File: config.mk
export PLATFORM = sky130hd
export DESIGN_NAME = mem_bank_timing_flat
export DESIGN_NICKNAME = d
export VERILOG_FILES = /design/src/rtl/mem_timing_pkg.sv /design/src/rtl/mem_bank_timing_if.sv /design/src/rtl/mem_bank_fsm.sv /design/src/rtl/mem_bank_timing.sv /design/src/flat_wrapper.sv
export SDC_FILE = /design/constraint.sdc
export NUM_CORES = 1
export LEC_CHECK = 0
export CORE_ASPECT_RATIO = 0.9
export CORE_MARGIN = 2
export CORE_UTILIZATION = 35
export CTS_CLUSTER_SIZE = 24
export DETAILED_ROUTE_END_ITERATION = 16
export HOLD_SLACK_MARGIN = 0.08
export PLACE_DENSITY_LB_ADDON = 0.1
export SLEW_MARGIN = 20
export SYNTH_ARGS = -nofsm -noshare
export SYNTH_HDL_FRONTEND = slang
export SYNTH_SLANG_ARGS = --single-unit
File: constraint.sdc
create_clock -name clk -period 6 [get_ports clk]
set_input_delay 1.5 -clock clk [delete_from_list [all_inputs] [get_ports clk]]
set_output_delay 1.5 -clock clk [all_outputs]
set_load 0.01 [all_outputs]
File: src/rtl/mem_timing_pkg.sv
// Shared types for the DDR4 bank timing tracker: bank state codes, decoded commands
// and the command-bus decoder.
package mem_timing_pkg;

  localparam int CNTW = 8;

  typedef enum logic [4:0] {
    ST_IDLE        = 5'b00000,
    ST_ACTIVATING  = 5'b00001,
    ST_ACTIVE      = 5'b00010,
    ST_PRECHARGING = 5'b01010,
    ST_READ        = 5'b01011,
    ST_RD_BURST    = 5'b01100,
    ST_WRITE       = 5'b10010,
    ST_WR_BURST    = 5'b10011
  } bank_state_e;

  typedef enum logic [2:0] {
    CMD_NOP,
    CMD_ACT,
    CMD_PRE,
    CMD_RD,
    CMD_WR
  } cmd_e;

  // rcw is {A16, A15, A14} = {ras_n, cas_n, we_n} when act_n is high
  function automatic cmd_e decode_cmd(input logic cs_n, input logic act_n,
                                      input logic [2:0] rcw);
    decode_cmd = CMD_NOP;
    if (!cs_n) begin
      if (!act_n) begin
        decode_cmd = CMD_ACT;
      end else begin
        case (rcw)
          3'b010:  decode_cmd = CMD_PRE;
          3'b101:  decode_cmd = CMD_RD;
          3'b100:  decode_cmd = CMD_WR;
          default: decode_cmd = CMD_NOP;
        endcase
      end
    end
  endfunction

endpackage

File: src/rtl/mem_bank_timing_if.sv
// Command bus in, per-bank state/row and status pulses out.
interface mem_bank_timing_if #(
  parameter int BGWIDTH   = 2,
  parameter int BAWIDTH   = 2,
  parameter int ADDRWIDTH = 17
);
  localparam int BANKGROUPS    = 2 ** BGWIDTH;
  localparam int BANKSPERGROUP = 2 ** BAWIDTH;

  logic                 cs_n;
  logic                 act_n;
  logic [BGWIDTH-1:0]   bg;
  logic [BAWIDTH-1:0]   ba;
  logic [ADDRWIDTH-1:0] A;
  logic                 stall;

  logic [BANKGROUPS-1:0][BANKSPERGROUP-1:0][ADDRWIDTH-1:0] RowId;
  logic [BANKGROUPS-1:0][BANKSPERGROUP-1:0][4:0]           BankFSM;
  logic                 cmd_err;
  logic                 cmd_drop;

  modport master (
    output cs_n, act_n, bg, ba, A, stall,
    input  RowId, BankFSM, cmd_err, cmd_drop
  );

  modport slave (
    input  cs_n, act_n, bg, ba, A, stall,
    output RowId, BankFSM, cmd_err, cmd_drop
  );
endinterface

File: src/rtl/mem_bank_fsm.sv
// One DDR4 bank: state code, timing down-counter, open row id and auto-precharge flag.
//  state          | meaning
//  IDLE           | bank closed
//  ACTIVATING     | row opening, TRCD cycles
//  ACTIVE         | row open, accepts RD/WR/PRE
//  PRECHARGING    | row closing, TRP cycles
//  READ / WRITE   | CAS latency, TCL / TCWL cycles
//  RD/WR_BURST    | data burst, TBURST cycles
module mem_bank_fsm
  import mem_timing_pkg::*;
#(
  parameter int ADDRWIDTH = 17,
  parameter int TRCD      = 4,
  parameter int TRP       = 4,
  parameter int TCL       = 5,
  parameter int TCWL      = 4,
  parameter int TBURST    = 4
) (
  input  logic                 clk,
  input  logic                 rst,
  input  cmd_e                 cmd,
  input  logic                 sel,
  input  logic                 all_sel,
  input  logic [ADDRWIDTH-1:0] a,
  input  logic                 stall,
  output bank_state_e          state,
  output logic [ADDRWIDTH-1:0] row_id,
  output logic                 err
);

  localparam logic [CNTW-1:0] LD_TRCD   = CNTW'(TRCD - 1);
  localparam logic [CNTW-1:0] LD_TRP    = CNTW'(TRP - 1);
  localparam logic [CNTW-1:0] LD_TCL    = CNTW'(TCL - 1);
  localparam logic [CNTW-1:0] LD_TCWL   = CNTW'(TCWL - 1);
  localparam logic [CNTW-1:0] LD_TBURST = CNTW'(TBURST - 1);

  logic [CNTW-1:0] cnt;
  logic            ap;
  logic            is_act;
  logic            is_pre;
  logic            is_rd;
  logic            is_wr;
  logic            illegal;

  // PRE-all never flags a busy bank; only a single-bank PRE can be illegal
  always_comb begin
    is_act  = sel && (cmd == CMD_ACT);
    is_pre  = (sel || all_sel) && (cmd == CMD_PRE);
    is_rd   = sel && (cmd == CMD_RD);
    is_wr   = sel && (cmd == CMD_WR);
    illegal = (is_act && (state != ST_IDLE))
           || ((is_rd || is_wr) && (state != ST_ACTIVE))
           || (is_pre && !all_sel && (state != ST_ACTIVE) && (state != ST_IDLE));
  end

  always_ff @(posedge clk) begin
    if (rst) begin
      state  <= ST_IDLE;
      cnt    <= '0;
      row_id <= '0;
      ap     <= 1'b0;
      err    <= 1'b0;
    end else begin
      err <= 1'b0;
      if (!stall) begin
        err <= illegal;
        case (state)
          ST_IDLE: begin
            if (is_act) begin
              state  <= ST_ACTIVATING;
              cnt    <= LD_TRCD;
              row_id <= a;
            end
          end
          ST_ACTIVATING: begin
            if (cnt == '0) state <= ST_ACTIVE;
            else           cnt   <= cnt - CNTW'(1);
          end
          ST_ACTIVE: begin
            if (is_pre) begin
              state <= ST_PRECHARGING;
              cnt   <= LD_TRP;
            end else if (is_rd) begin
              state <= ST_READ;
              cnt   <= LD_TCL;
              ap    <= a[10];
            end else if (is_wr) begin
              state <= ST_WRITE;
              cnt   <= LD_TCWL;
              ap    <= a[10];
            end
          end
          ST_PRECHARGING: begin
            if (cnt == '0) state <= ST_IDLE;
            else           cnt   <= cnt - CNTW'(1);
          end
          ST_READ: begin
            if (cnt == '0) begin
              state <= ST_RD_BURST;
              cnt   <= LD_TBURST;
            end else begin
              cnt <= cnt - CNTW'(1);
            end
          end
          ST_WRITE: begin
            if (cnt == '0) begin
              state <= ST_WR_BURST;
              cnt   <= LD_TBURST;
            end else begin
              cnt <= cnt - CNTW'(1);
            end
          end
          ST_RD_BURST, ST_WR_BURST: begin
            if (cnt == '0) begin
              if (ap) begin
                state <= ST_PRECHARGING;
                cnt   <= LD_TRP;
              end else begin
                state <= ST_ACTIVE;
              end
              ap <= 1'b0;
            end else begin
              cnt <= cnt - CNTW'(1);
            end
          end
          default: begin
            state <= ST_IDLE;
            cnt   <= '0;
          end
        endcase
      end
    end
  end

endmodule

File: src/rtl/mem_bank_timing.sv
// Decodes the DDR4 command bus and tracks every bank's state and open row;
// the whole array freezes while the downstream stage stalls.
module mem_bank_timing
  import mem_timing_pkg::*;
#(
  parameter int BGWIDTH   = 2,
  parameter int BAWIDTH   = 2,
  parameter int ADDRWIDTH = 17,
  parameter int TRCD      = 4,
  parameter int TRP       = 4,
  parameter int TCL       = 5,
  parameter int TCWL      = 4,
  parameter int TBURST    = 4
) (
  input logic              clk,
  input logic              rst,
  mem_bank_timing_if.slave bus
);

  localparam int BANKGROUPS    = 2 ** BGWIDTH;
  localparam int BANKSPERGROUP = 2 ** BAWIDTH;

  cmd_e                 cmd;
  logic                 all_sel;
  logic                 drop;
  bank_state_e          st  [BANKGROUPS][BANKSPERGROUP];
  logic [ADDRWIDTH-1:0] row [BANKGROUPS][BANKSPERGROUP];
  logic                 err [BANKGROUPS][BANKSPERGROUP];

  assign cmd     = decode_cmd(bus.cs_n, bus.act_n, bus.A[16:14]);
  assign all_sel = (cmd == CMD_PRE) && bus.A[10];

  for (genvar g = 0; g < BANKGROUPS; g++) begin : g_grp
    for (genvar b = 0; b < BANKSPERGROUP; b++) begin : g_bank
      mem_bank_fsm #(
        .ADDRWIDTH (ADDRWIDTH),
        .TRCD      (TRCD),
        .TRP       (TRP),
        .TCL       (TCL),
        .TCWL      (TCWL),
        .TBURST    (TBURST)
      ) u_bank (
        .clk     (clk),
        .rst     (rst),
        .cmd     (cmd),
        .sel     ((bus.bg == BGWIDTH'(g)) && (bus.ba == BAWIDTH'(b))),
        .all_sel (all_sel),
        .a       (bus.A),
        .stall   (bus.stall),
        .state   (st[g][b]),
        .row_id  (row[g][b]),
        .err     (err[g][b])
      );
    end
  end

  // A stalled command is dropped rather than judged, so drop masks err by construction
  always_ff @(posedge clk) begin
    if (rst) drop <= 1'b0;
    else     drop <= bus.stall && (cmd != CMD_NOP);
  end

  always_comb begin
    bus.BankFSM = '0;
    bus.RowId   = '0;
    bus.cmd_err = 1'b0;
    for (int gi = 0; gi < BANKGROUPS; gi++) begin
      for (int bi = 0; bi < BANKSPERGROUP; bi++) begin
        bus.BankFSM[gi][bi] = st[gi][bi];
        bus.RowId[gi][bi]   = row[gi][bi];
        bus.cmd_err         = bus.cmd_err | err[gi][bi];
      end
    end
  end

  assign bus.cmd_drop = drop;

endmodule

File: src/flat_wrapper.sv
// flat-port wrapper written by rule: the top's interface ports become plain ports
module mem_bank_timing_flat import mem_timing_pkg::*;
#(
  parameter int BGWIDTH   = 2,
  parameter int BAWIDTH   = 2,
  parameter int ADDRWIDTH = 17,
  parameter int TRCD      = 4,
  parameter int TRP       = 4,
  parameter int TCL       = 5,
  parameter int TCWL      = 4,
  parameter int TBURST    = 4
)
  (clk, rst, bus_cs_n, bus_act_n, bus_bg, bus_ba, bus_A, bus_stall, bus_RowId, bus_BankFSM, bus_cmd_err, bus_cmd_drop);
  mem_bank_timing_if #(.BGWIDTH(BGWIDTH), .BAWIDTH(BAWIDTH), .ADDRWIDTH(ADDRWIDTH)) bus_i ();
  input logic clk;
  input logic rst;
  input wire logic [$bits(bus_i.cs_n)-1:0] bus_cs_n;
  input wire logic [$bits(bus_i.act_n)-1:0] bus_act_n;
  input wire logic [$bits(bus_i.bg)-1:0] bus_bg;
  input wire logic [$bits(bus_i.ba)-1:0] bus_ba;
  input wire logic [$bits(bus_i.A)-1:0] bus_A;
  input wire logic [$bits(bus_i.stall)-1:0] bus_stall;
  output wire logic [$bits(bus_i.RowId)-1:0] bus_RowId;
  output wire logic [$bits(bus_i.BankFSM)-1:0] bus_BankFSM;
  output wire logic [$bits(bus_i.cmd_err)-1:0] bus_cmd_err;
  output wire logic [$bits(bus_i.cmd_drop)-1:0] bus_cmd_drop;
  assign bus_i.cs_n = bus_cs_n;
  assign bus_i.act_n = bus_act_n;
  assign bus_i.bg = bus_bg;
  assign bus_i.ba = bus_ba;
  assign bus_i.A = bus_A;
  assign bus_i.stall = bus_stall;
  assign bus_RowId = bus_i.RowId;
  assign bus_BankFSM = bus_i.BankFSM;
  assign bus_cmd_err = bus_i.cmd_err;
  assign bus_cmd_drop = bus_i.cmd_drop;
  mem_bank_timing #(.BGWIDTH(BGWIDTH), .BAWIDTH(BAWIDTH), .ADDRWIDTH(ADDRWIDTH), .TRCD(TRCD), .TRP(TRP), .TCL(TCL), .TCWL(TCWL), .TBURST(TBURST)) u_core (.clk(clk), .rst(rst), .bus(bus_i));
endmodule
==> impl_metrics.tcl, run 1 <==
set metrics [dict create \
    rsz0062_at_grt "false" \
    worst-endpoint-required_ps 6500 \
    post_cts_resized 0 \
    synth-edff-count 0 \
    count_of_clock_tree_sinks 513 \
    areaGrowthSynthToFinish_pct 22.8 \
    synth_top_area_share_pct 37.9 \
    run_status "finished clean" \
    grt_start_max_net_pins 146 \
    capture_point_of_the_worst_path "u_core.g_grp[2].g_bank[2].u_bank.state[3]$_SDFFE_PP0P_" \
    critPathMaxFanout 22 \
    postRouteWirelength_um 100000 \
    drv_slew 0 \
    cts-hold-fix-buffers 0 \
    post-route-period-util_pct 74.7 \
    finalClockSkew_ps 28.0 \
    placementRows 96 \
    clock_insertion_delay_worst_skew_ps 640 \
    vdd.ir_drop.worst_mv 0.225 \
    grt_antenna_before_repair 2 \
    vias_post_dr 26600 \
    crit_path_start "bus_bg[1]" \
    n_antenna_cell 0 \
    synth_sequential_area_ratio_pct 37.9 \
    critical_path_endpoint_category "register" \
    fp.dieW_um 297 \
    hold_path.startpoint "u_core.g_grp[2].g_bank[2].u_bank.row_id[11]$_SDFFE_PP0P_" \
    place_congestion 0.857 \
    cts_inserted_buffers 58 \
    power.share.sequential_pct 35.6 \
    leakage_nw 11.4 \
    internal_power_mw 7.25 \
    drc_errors 0 \
    worst_slew_pin_slew_ps 1210 \
    final_nets 3795 \
    design.core.area_sq_um 76500 \
    synthFlopType "sky130_fd_sc_hd__dfxtp_1" \
    drt-pass1-iter-count 6 \
    cp_data_arrival_time_ps 4980 \
    worst_r2r_endpoint "u_core.g_grp[1].g_bank[1].u_bank.row_id[11]$_SDFFE_PP0P_" \
    preCtsSetupSlack_ps 991 \
    net_switching_share_of_the_total_power_pct 36.7 \
    finalHoldWorstSlack_ps 451 \
    finish.utilization_pct 43.5 \
    grt_first_pass_wirelength_um 150000 \
    synthTopCellsByArea "sky130_fd_sc_hd__dfxtp_1 (38%), sky130_fd_sc_hd__nand2_1 (10%), sky130_fd_sc_hd__a21oi_1 (8.2%)" \
    post_cts_buffers 0 \
    postSynthAreaPerCell_sq_um 7.65 \
    overflow 0 \
    detailedPlacementHpwl_um 69100 \
    clk_pin_slew_worst_paths_ps 60 \
    synth_area_leader_cell "sky130_fd_sc_hd__dfxtp_1" \
    critPathLaunchType "input port" \
    setup_violations 0 \
    syn-cell-area_sq_um 27100 \
    cts_tree "done" \
    layout_setup_ws_ps 1520 \
    async_flop_share_pct 0 \
    initial_cell_density_of_the_core_pct 35.4 \
    dr.first_iter.drc_count 2297 \
    relative_max_transition_margin_pct 18.8 \
    timing.final.hold_violations 0 \
    wire_per_inst_um 20.8 \
    timing.rr.start "u_core.g_grp[1].g_bank[1].u_bank.state[0]$_SDFFE_PP0P_" \
    clk_path_buf_depth 3 \
    synthMostInstantiatedCell "sky130_fd_sc_hd__nand2_1" \
    setup-tns-final_ps 0 \
    post-layout-total-power_mw 11.4 \
    timing_worst_setup_path_type "input port to register" \
    synth_common_cells "sky130_fd_sc_hd__nand2_1 (720), sky130_fd_sc_hd__dfxtp_1 (513), sky130_fd_sc_hd__a21oi_1 (447)" \
    clkPwrFrac_pct 32.6 \
    grt_usage_pct 23.8 \
    power.net_switching_mw 4.19 \
    rr_worst_depth 4 \
    die-height_um 268 \
    grt_pass1_vias 24000 \
    fmax_ghz 0.223 \
    finalWorstPathRequiredPeriod_ps 4480 \
    register_to_register_setup_slack_ps 3200 \
    multiInputGateArea_sq_um 15400 \
    synth-warning-count 0 \
    numPortBuffers 379 \
    layout.area.seq_sq_um 10300 \
    synth.ff_latch_count 513 \
    comb_power_share_pct 31.7 \
    synth_cell_type_count 116 \
    max_h_tree_level 2 \
    cap_violations 0 \
    nFillCells 7807 \
    synthesis.nets 3593 \
    routed_via_density 5.53 \
    design.portCount 380 \
    worst_hold_path_type "register to register" \
    synthesis.instances 3547 \
    route.antenna.remaining_nets 0 \
    clockRootBuffer "sky130_fd_sc_hd__clkbuf_16" \
    die-area_sq_um 79700 \
    power_density_nw_per_um2 343 \
    final_layout_size_suffix_gt1_share_pct 6.70 \
]
==> cell families (layout without fill, tap and decap cells) <==
logic type	count (synthesis)	after routing	synth area share, %
flops	513	513	37.9
simple gates	1586	1586	29.4
compound gates	1021	1021	24.4
mux	40	40	1.49
fa+ha+maj	20	20	0.923
xor+xnor	17	17	0.549
buf+inv	350	596	5.36
==> worst max-delay path, cell delays in order <==
cell                              delay [ps]
sky130_fd_sc_hd__clkdlybuf4s50_1        1110
sky130_fd_sc_hd__nor4bb_2                980
sky130_fd_sc_hd__a22oi_1                 220
sky130_fd_sc_hd__o21ai_1                 370
sky130_fd_sc_hd__nand3_1                 340
sky130_fd_sc_hd__a2111oi_0               370
sky130_fd_sc_hd__nor3_1                   70
==> state kept, by name (all words and copies together), names as in the netlist <==
register	flops
u_core.g_grp.g_bank.u_bank.cnt	128
u_core.g_grp.g_bank.u_bank.err	16
u_core.g_grp.g_bank.u_bank.row_id	272
u_core.g_grp.g_bank.u_bank.state	80
u_core.g_grp.g_bank.u_bank.ap	16
u_core.bus.cmd_drop	1
==> power groups by stage <==
stage                     sequential, mW  combinational (mW)  clock (mW)
after floorplan                     3.89                2.77           0
after global placement              4.14                3.60           0
after detailed placement            4.14                3.58           0
after CTS                           4.07                3.61        3.84
after global routing                4.13                4.02        3.96
final                               4.07                3.63        3.73
==> worst min path at each step <==
stage,depth (start not counted),to
floorplan,1,u_core.g_grp[3].g_bank[1].u_bank.cnt[7]$_SDFFE_PP0P_
global placement,2,u_core.g_grp[0].g_bank[2].u_bank.row_id[0]$_SDFFE_PP0P_
detailed placement,2,u_core.g_grp[0].g_bank[3].u_bank.row_id[0]$_SDFFE_PP0P_
CTS,2,u_core.g_grp[0].g_bank[3].u_bank.row_id[0]$_SDFFE_PP0P_
global route,2,u_core.g_grp[2].g_bank[1].u_bank.row_id[4]$_SDFFE_PP0P_
finish,2,u_core.g_grp[2].g_bank[2].u_bank.row_id[11]$_SDFFE_PP0P_
==> metal layers <==
layer / part of all wire [%] / up-vias / GRT usage (%)
met4: 3.7 / 4 / 8.59
met5: 0.023 / - / 0
met1: 46 / 12700 / 32.9
met3: 5.1 / 163 / 3.58
met2: 45 / 721 / 37.6
li1: - / 13100 / -
==> cell usage in the layout, fill, tap and decap left out, drive strengths merged, types with 17 or more instances in the layout <==
cell	synthesis	routed
o211ai	29	29
dfxtp	513	513
a31oi	29	29
or3b	28	28
a211oi	53	53
a21o	26	26
clkdlybuf4s50	0	375
a22oi	21	21
nor3	97	97
a21oi	450	450
nand2	721	721
nor3b	18	18
ha	20	20
and3	45	45
o22ai	23	23
nor2b	46	46
inv	79	79
and2	18	18
nand2b	64	64
buf	67	38
nor4	33	33
nand3	71	71
or3	33	33
o21a	23	23
nand3b	37	37
o21ai	145	145
nor2	245	245
o32ai	22	22
clkbuf	204	87
a22o	17	17
mux2i	36	36
nor4b	23	23
==> final cells by class <==
class,count,share of cell area (%)
multi-input cells,2684,46.3
flip-flops and latches,513,30.8
clock inverters,17,0.856
well taps,1029,3.87
repair buffers,413,12.2
clock buffers,87,5.08
inverters,79,0.890
==> metrics by stage <==
stage / instances / instance area (sq um)
2_1_floorplan: 3547 / 27100
3_3_place_gp: 4717 / 31300
3_5_place_dp: 4718 / 31300
4_1_cts: 4822 / 33300
5_1_grt: 4822 / 33300
6_report: 4822 / 33300
No activity file was read; power rests on OpenSTA's default activity.
==> run 2, diff against run 1 <==
Clock period 6 ns to 4.1 ns, I/O delays scaled along.
==> impl_metrics.tcl, run 2 (synthesis results as in run 1) <==
set metrics [dict create \
    postRouteWirelength_um 100000 \
    overflow 0 \
    register_to_register_setup_slack_ps 1340 \
    critical_path_endpoint_category "register" \
    route.antenna.remaining_nets 0 \
    top_register "u_core.g_grp.g_bank.u_bank.row_id" \
    grt_start_max_net_pins 155 \
    initial_cell_density_of_the_core_pct 35.4 \
    setup-tns-final_ps 0 \
    numPortBuffers 379 \
    wl_met3_um 4990 \
    drv_slew 0 \
    placementRows 96 \
    relative_max_transition_margin_pct 23.6 \
    timing_worst_setup_path_type "input port to register" \
    design.core.area_sq_um 76500 \
    hold_worst_path_end "u_core.g_grp[1].g_bank[1].u_bank.row_id[2]$_SDFFE_PP0P_" \
    nFillCells 7769 \
    cp_data_arrival_time_ps 3790 \
    post_cts_buffers 0 \
    die-area_sq_um 79700 \
    routed_via_density 5.52 \
    post-layout-total-power_mw 16.7 \
    finalClockSkew_ps 30.3 \
    run_status "finished clean" \
    layout.cells.most_common_list "sky130_fd_sc_hd__nand2_1 (720), sky130_fd_sc_hd__dfxtp_1 (513), sky130_fd_sc_hd__a21oi_1 (447), sky130_fd_sc_hd__clkdlybuf4s50_1 (375), sky130_fd_sc_hd__nor2_1 (241)" \
    cts_inserted_buffers 59 \
    largest_register_ffs 272 \
    cap_violations 0 \
    crit_path_start "bus_act_n" \
    wire_per_inst_um 20.6 \
    cts_tree "done" \
    final_layout_size_suffix_gt1_share_pct 7.99 \
    critical_path.slowest_cell "sky130_fd_sc_hd__clkdlybuf4s50_1" \
    worst_r2r_endpoint "u_core.g_grp[3].g_bank[1].u_bank.cnt[6]$_SDFFE_PP0P_" \
    final_nets 3849 \
    leakage_nw 11.7 \
    critical_path.n_buffers_inverters 2 \
    worst-endpoint-required_ps 4630 \
    setup_violations 0 \
    grt_first_pass_wirelength_um 151000 \
    hold_path.startpoint "u_core.g_grp[1].g_bank[1].u_bank.row_id[2]$_SDFFE_PP0P_" \
    fmax_ghz 0.306 \
    place_congestion 0.864 \
    clock_insertion_delay_worst_skew_ps 640 \
    areaGrowthSynthToFinish_pct 24.6 \
    clk_path_buf_depth 3 \
    grt_usage_pct 23.9 \
    vias_post_dr 26900 \
    post_cts_resized 0 \
    detailedPlacementHpwl_um 70400 \
    worst_slew_pin_slew_ps 1140 \
    layout.area.seq_sq_um 10300 \
    finalWorstPathRequiredPeriod_ps 3270 \
    crit_path_max_incr_delay_ps 630 \
    met1Wirelength_um 47000 \
    cts-hold-fix-buffers 0 \
    finalHoldWorstSlack_ps 451 \
    drt-pass1-iter-count 7 \
    clockRootBuffer "sky130_fd_sc_hd__clkbuf_16" \
    post-route-period-util_pct 79.7 \
    rr_worst_depth 6 \
    count_of_clock_tree_sinks 513 \
    clk_pin_slew_worst_paths_ps 60 \
    hold_depth 2 \
    die-height_um 268 \
    timing.rr.start "u_core.g_grp[3].g_bank[1].u_bank.state[1]$_SDFFE_PP0P_" \
    timing.final.hold_violations 0 \
    rsz0062_at_grt "false" \
    top_signal_layer_used "met4" \
    largest_registers "u_core.g_grp.g_bank.u_bank.row_id: 272 flops, u_core.g_grp.g_bank.u_bank.cnt: 128 flops, u_core.g_grp.g_bank.u_bank.state: 80 flops" \
    grt_antenna_before_repair 1 \
    dr.first_iter.drc_count 2418 \
    vdd.ir_drop.worst_mv 0.363 \
    met2RoutedLength_um 45700 \
    fp.dieW_um 297 \
    critical_path.top_delay_family "compound AO/OA/AOI/OAI gates" \
    grt_pass1_vias 24200 \
    design.portCount 380 \
    critPathMaxFanout 12 \
    power_density_nw_per_um2 494 \
    multiInputGateArea_sq_um 15400 \
    worst_hold_path_type "register to register" \
    drc_errors 0 \
    critPathLaunchType "input port" \
    max_h_tree_level 2 \
    critical_path_cell_list "clkdlybuf4s50_1, nor2b_1, buf_12, a22oi_1, o21ai_0, o211ai_2, nand2b_1, o32ai_1" \
    layout.cells.most_common "sky130_fd_sc_hd__nand2_1" \
]
## run 2: worst max path at each step
stage,cells past startpoint,to
after floorplan,6,u_core.g_grp[0].g_bank[3].u_bank.cnt[5]$_SDFFE_PP0P_
after global placement,8,u_core.g_grp[2].g_bank[3].u_bank.cnt[5]$_SDFFE_PP0P_
after detailed placement,8,u_core.g_grp[2].g_bank[3].u_bank.cnt[3]$_SDFFE_PP0P_
after CTS,3,bus_cmd_err
after global routing,8,u_core.g_grp[2].g_bank[3].u_bank.cnt[5]$_SDFFE_PP0P_
final,8,u_core.g_grp[2].g_bank[3].u_bank.cnt[5]$_SDFFE_PP0P_
## run 2: cell type report
type	count	share of cell area (%)
Multi-Input combinational cell	2684	45.7
Sequential cell	513	30.4
Inverter	79	0.878
Tap cell	1029	3.81
Clock inverter	9	0.400
Timing Repair Buffer	466	13.5
Antenna cell	1	0.00741
Clock buffer	92	5.33
## run 2: stage by stage
stage	setup WS, ps	utilization, %	instances	cell area (sq um)
3_5_place_dp	250	41.6	4771	31800
6_report	833	44.2	4873	33800
2_1_floorplan	1280	-	3547	27100
5_1_grt	672	44.2	4872	33800
4_1_cts	871	44.2	4872	33800
3_3_place_gp	299	41.6	4771	31800
## run 2: layer usage
metal  vias to the layer above  track usage, %
li1                      13200               -
met1                     12900            33.9
met2                       657            38.1
met3                       134            3.18
met4                         0            6.54
met5                         -               0
## run 2: power breakdown
part	switching (mW)	total [mW]	internal, mW	leakage, nW
registers	0.689	5.98	5.29	4.14
logic	3.23	5.38	2.15	6.62
clock network	2.23	5.35	3.12	0.954
total	6.15	16.7	10.6	11.7
## run 2: tightest hold or removal path, cell delays in order (launching register included)
cell,delay [ps]
sky130_fd_sc_hd__dfxtp_1,310
sky130_fd_sc_hd__nand2_1,50
sky130_fd_sc_hd__a21oi_1,50
